==> config.mk <==
export PLATFORM = sky130hd
export DESIGN_NAME = mux_lfsr
export DESIGN_NICKNAME = d
export VERILOG_FILES = /design/src/rtl/mux_lfsr_pkg.sv /design/src/rtl/lfsr_mux_cell.sv /design/src/rtl/mux_lfsr.sv
export SDC_FILE = /design/constraint.sdc
export NUM_CORES = 1
export LEC_CHECK = 0
export ABC_AREA = 1
export ABC_CLOCK_PERIOD_IN_PS = 800
export CAP_MARGIN = 20
export CORE_AREA = 2 2 39 41
export CTS_BUF_LIST = sky130_fd_sc_hd__clkbuf_8
export CTS_CLUSTER_DIAMETER = 200
export DETAILED_ROUTE_END_ITERATION = 7
export DIE_AREA = 0 0 41 43
export PLACE_DENSITY = 0.32
export REMOVE_ABC_BUFFERS = 1
export SYNTH_ARGS = -nofsm -noshare
export SYNTH_HDL_FRONTEND = slang
export SYNTH_SLANG_ARGS = --single-unit
==> constraint.sdc <==
create_clock -name clk -period 0.8 [get_ports clk]
set_input_delay 0.16 -clock clk [delete_from_list [all_inputs] [get_ports clk]]
set_output_delay 0.16 -clock clk [all_outputs]
set_load 0.01 [all_outputs]
==> src/rtl/mux_lfsr_pkg.sv <==
// Shared defaults for the muxed Galois LFSR: width, x^3+x^2+1 toggle mask, reset seed.
// Pure constants and types; no logic, so no latency and no backpressure.
package mux_lfsr_pkg;

    localparam int DEF_WIDTH = 3;

    typedef logic [DEF_WIDTH-1:0] state_t;

    localparam state_t DEF_TAP_MASK   = 3'b110;
    localparam state_t DEF_RESET_SEED = 3'b001;

endpackage

==> src/rtl/lfsr_mux_cell.sv <==
// One LFSR state bit: 2:1 mux (seed vs feedback) into a flop, one-cycle latency.
// No backpressure: captures on every edge; async active-high reset to its seed bit.
module lfsr_mux_cell #(
    parameter logic RST_VAL = 1'b0
) (
    input  logic clk,
    input  logic arst,
    input  logic i_load_bit,
    input  logic i_fb_bit,
    input  logic i_l,
    output logic o_q
);

    logic w_d;
    logic r_q;

    assign w_d = i_l ? i_load_bit : i_fb_bit;

    always_ff @(posedge clk or posedge arst) begin
        if (arst) begin
            r_q <= RST_VAL;
        end else begin
            r_q <= w_d;
        end
    end

    assign o_q = r_q;

endmodule

==> src/rtl/mux_lfsr.sv <==
// Muxed Galois LFSR: state exposed directly on LFSR, one-cycle load/step latency.
// No backpressure: the register updates on every non-reset edge.
module mux_lfsr
    import mux_lfsr_pkg::*;
#(
    parameter int                 WIDTH      = DEF_WIDTH,
    parameter logic [WIDTH-1:0]   TAP_MASK   = DEF_TAP_MASK,
    parameter logic [WIDTH-1:0]   RESET_SEED = DEF_RESET_SEED
) (
    input  logic             clk,
    input  logic             arst,
    input  logic [WIDTH-1:0] r,
    input  logic             L,
    output logic [WIDTH-1:0] LFSR
);

    generate
        if (WIDTH < 2) begin : g_bad_width
            $error("mux_lfsr: WIDTH must be >= 2");
        end
        if (RESET_SEED == '0) begin : g_bad_seed
            $error("mux_lfsr: RESET_SEED must be non-zero");
        end
    endgenerate

    logic [WIDTH-1:0] w_q;
    logic [WIDTH-1:0] w_shift;
    logic [WIDTH-1:0] w_fb;
    logic             w_zero;

    assign w_shift = {1'b0, w_q[WIDTH-1:1]} ^ (w_q[0] ? TAP_MASK : '0);
    assign w_zero  = (w_q == '0);

    // All-zero is a lock-up state for any XOR LFSR; kick back to the seed.
    assign w_fb = w_zero ? RESET_SEED : w_shift;

    genvar gi;
    generate
        for (gi = 0; gi < WIDTH; gi++) begin : g_cell
            lfsr_mux_cell #(
                .RST_VAL (RESET_SEED[gi])
            ) u_cell (
                .clk        (clk),
                .arst       (arst),
                .i_load_bit (r[gi]),
                .i_fb_bit   (w_fb[gi]),
                .i_l        (L),
                .o_q        (w_q[gi])
            );
        end
    endgenerate

    assign LFSR = w_q;

endmodule

[Yosys cells after proc, flatten, opt, wreduce, memory -nomap -nowiden]
Index checks and enable logic that the tools add are counted.
W data, S select, Z words.
Storage, ports and cells
  flip-flop bits (word level): 3
  latch bits: 0
  RAM bits: 0
  bits in read-only memories: 0
  logic and storage cells: 10
  memories: 0
Cells by class
  add/sub/neg operators: 0
  multiply operators: 0
  div/mod/pow operators: 0
  order comparisons: 0
  equal/unequal tests: 0
  shift operators: 0
  multiplexer cells: 5
  bitwise logic cells: 1
  reduce and logical (&&, ||, !) cells: 1
Operators with widths (count)
  $mux W3: 2
  $logic_not A3 Y1: 1
  $mux W1: 3
  $xor A2 B3 Y3: 1

[Depth between registers and ports, before layout]
  word-level depth: 4
  depth in mapped cells: 4
  depth with buffers taken out: 4

[By module]
From an unflattened synthesis, not the netlist that was laid out.
Unflattened totals
  cell total of the unflattened synthesis: 25
  area, all modules: 162.7 um^2
By module, submodules not included
  lfsr_mux_cell at g_cell[1].u_cell ...: times used 2, cells each 6, area an instance 43.8 um^2, seq. area each 25.0 um^2
  lfsr_mux_cell at g_cell[0].u_cell: times used 1, cells each 6, area an instance 45.0 um^2, seq. area each 26.3 um^2
  mux_lfsr: times used 1, cells each 7, area an instance 30.0 um^2, seq. area each 0.0 um^2

[Worst setup path after synthesis]
No wires, ideal clock.
  path type: flip-flop to flip-flop
  from: register g_cell[0].u_cell.r_q
  to: register g_cell[1].u_cell.r_q
  arrival time: 0.740 ns
  path slack: -0.005 ns
  stages on the path, launching flop included: 5
  buffers on the path: 0
  clock period less this slack: 0.805 ns
  path through: dfstp_2 > inv_1 > nand2_1 > nand3_1 > nand2_1
Between the ends
  word-level cells in the longest chain between the ends: 4
RTL lines
  start, declared: line lfsr_mux_cell.sv:15  | logic r_q;
  start signal, assigned: line lfsr_mux_cell.sv:23  | r_q <= w_d;
  $mux W3: line mux_lfsr.sv:31  | assign w_shift = {1'b0, w_q[WIDTH-1:1]} ^ (w_q[0] ? TAP_MASK : '0);
  $xor A2 B3 Y3: line mux_lfsr.sv:31
  $mux W3 (*): line mux_lfsr.sv:35  | assign w_fb = w_zero ? RESET_SEED : w_shift;
  $mux W1 (*): line lfsr_mux_cell.sv:17  | assign w_d = i_l ? i_load_bit : i_fb_bit;
  named net g_cell[1].u_cell.w_d: line lfsr_mux_cell.sv:14  | logic w_d;
  end signal, assigned: line lfsr_mux_cell.sv:23
  end, declared: line lfsr_mux_cell.sv:15
The timed path passes the listed nets; every way through them passes the cells marked *.

[Final worst setup path]
  from: register g_cell[0].u_cell.r_q
  to: output LFSR[0]
RTL lines
  end, declared: line mux_lfsr.sv:14  | output logic [WIDTH-1:0] LFSR
No word-level cell between the ends.

==> impl_metrics.toml <==
[synthesis]
synth-compound-area-share_pct = 8.53
synth_top_family_by_area = "buffers and inverters"
synth_mux_area_share_pct = 0
synthSimpleGateAreaFrac_pct = 20.9
synthXorXnorAreaFrac_pct = 0
synth_area_um2 = 161
postSynthRegisterBits = 3
yosys_warnings = 0
synth_area_per_cell_um2 = 8.07
synth-seq-area-share_pct = 47.3
syn_inst = 20
synthAdderAreaFrac_pct = 0
synthDistinctLibCells = 10

[floorplanning]
rows = 14
ios = 9
design.core.area_um2 = 1380
die_x_um = 41
initial_core_util_pct = 11.7
dieArea_um2 = 1760
fp.dieH_um = 43

[timing]
finalClockSkew_ns = 0.00139
tns_ns = -0.573
fmax_mhz = 1000
setup_viol = 6
min_period_over_period_pct = 124
maxSlewViolCount = 0
timing_hold_violations_final = 0
rsz0062_at_grt = "yes"
fin_ws_ns = -0.196
tightest_slew_ns = 0.192
maxSlewHeadroom_pct = 87.2
period_needed_ns = 0.996

[finish]
largest_reg_flops = 3
fin_nets = 38
num_antenna_cells = 0
final_cell_mix = "5 x clkdlybuf4s50_1, 4 x inv_1, 4 x nand2_1, 3 x clkbuf_8"
drive_gt1_share_pct = 45.2
nFillCells = 157
final_common_cell = "clkdlybuf4s50_1"
post-route-util_pct = 21.9
syn2layout_area_growth_pct = 87.6

[route]
wl_per_cell_um = 8.30
vias_per_cell = 3.38
vias = 159
ant_nets = 0
drc = 0
drt_wl_total_um = 390
first_pass_iters = 2
drtIter0Drc = 2

[run_status]
status = "complete, but fails checks"
violations = "negative setup slack"

[clock_network]
clkTransAtPathRegs_ns = 0.03
cts-htree-levels = 1
cts_buffers = 3
clock_latency_ns = 0.21
clockBufferDepth = 2
cts_tree = "yes"
cts_root_buf = "clkbuf_8"
clock-sinks = 3

[worst_setup_path]
slowest_delay_ns = 0.53
slowest_stage = "dfstp_2"
crit_arrival_ns = 0.84
path_buf_inv = 1
start_kind = "flop"
crit_chain = "buf_6"
required_ns = 0.64
crit_type = "reg -> out"
cp_max_fo = 2
worstSetupEndpointType = "primary output"
path_delay_family = "flip-flops"

[pwr]
power.density_nw_per_um2 = 2410
ir_worst_vdd_mv = 0.595
p_int_w = 0.000574
p_comb_share_pct = 17.6
seqPwrFrac_pct = 25.3
power.share.clock_pct = 57.1
cellLeakagePower_nw = 0.151
power.switching_w = 0.000156
switching_share_pct = 21.4

[placement]
place_hpwl_um = 283
place_congestion = 0.588
io_buffers = 8

[grt]
grt-ovfl-total = 0
grt_pass1_vias = 164
grt_use_total_pct = 6.34
grt_pass1_wl_um = 648
antenna_found_initial = 0
grt_max_degree = 6

[min_path]
hold_path_class = "in -> async"

[run]
cap_violations = 0
-- stage by stage --
| stage | hold WS [ns] | setup slack, ns | cells | area, um2 | total power (W) |
|---|---|---|---|---|---|
| 3_5_place_dp | 0.347 | -0.406 | 41 | 239 | 0.000293 |
| 5_1_grt | 0.135 | -0.221 | 47 | 303 | 0.000781 |
| 3_3_place_gp | 0.341 | -0.403 | 41 | 239 | 0.000293 |
| 6_report | 0.118 | -0.196 | 47 | 303 | 0.000730 |
| 4_1_cts | 0.122 | -0.202 | 47 | 297 | 0.000737 |
| 2_1_floorplan | -0.0871 | -0.0431 | 17 | 139 | 0.000226 |
-- cells by family (layout without fill, tap and decap cells) --
kind of cell           Yosys count  after routing
buffers and inverters            7             18
AND/OR/NAND/NOR                  8              8
flip-flops                       3              3
AO/OA/AOI/OAI                    2              2
-- power by group through the flow --
stage	clock [W]	combinational [W]	sequential (W)
after global routing	0.000452	0.000143	0.000187
after CTS	0.000430	0.000125	0.000183
after detailed placement	0	0.000107	0.000185
final	0.000417	0.000129	0.000185
after global placement	0	0.000108	0.000185
after floorplan	0	0.0000321	0.000194
-- worst paths after layout --
| check | from | to | cells after the start | slack (ns) |
|---|---|---|---|---|
| max | g_cell[0].u_cell.o_q | LFSR[0] | 1 | -0.20 |
| min | arst | g_cell[1].u_cell.o_q | 2 | 0.12 |
| max reg2reg | g_cell[0].u_cell.o_q | g_cell[1].u_cell.o_q | 5 | -0.12 |
| min reg2reg | g_cell[1].u_cell.o_q | g_cell[0].u_cell.o_q | 2 | 0.58 |
| max in group asynchronous | arst | g_cell[0].u_cell.o_q | 2 | 0.47 |
| min in group clk | r[2] | g_cell[2].u_cell.o_q | 3 | 0.51 |
-- routing by layer --
| layer | track usage, % | part of all wire (%) |
|---|---|---|
| met5 | 0 | 0 |
| met2 | 6.56 | 43 |
| met3 | 4.71 | 11 |
| met1 | 6.82 | 45 |
| met4 | 8.00 | 0 |
-- repair_timing --
action | 4_1_cts | 5_1_grt
buffers inserted | 2 | 0
endpoints found under the hold margin | 0 | 0
pin swaps | 2 | 2
setup endpoints to repair | 5 | 6
gates resized for setup | 17 | 1
hold buffers | 0 | 0
-- synth_stat cells --
cell type,instances,area [um2]
nand2_1,5,18.8
inv_1,4,15.0
buf_4,3,22.5
dfrtp_1,2,50.1
a21oi_2,1,8.76
dfstp_2,1,26.3
nand3_1,1,5.00
nor2_1,1,3.75
nor2_2,1,6.26
o21ai_0,1,5.00
-- final cells by class --
| class | instances | area (um2) | share of cell area (%) |
|---|---|---|---|
| tap | 16 | 20.0 | 6.61 |
| sequential | 3 | 76.3 | 25.2 |
| multi-input combinational | 10 | 53.8 | 17.8 |
| clock inverter | 1 | 3.75 | 1.24 |
| inverter | 4 | 15.0 | 4.96 |
| timing repair buffer | 10 | 92.6 | 30.6 |
| clock buffer | 3 | 41.3 | 13.6 |
Power figures use the tool's default switching activity.
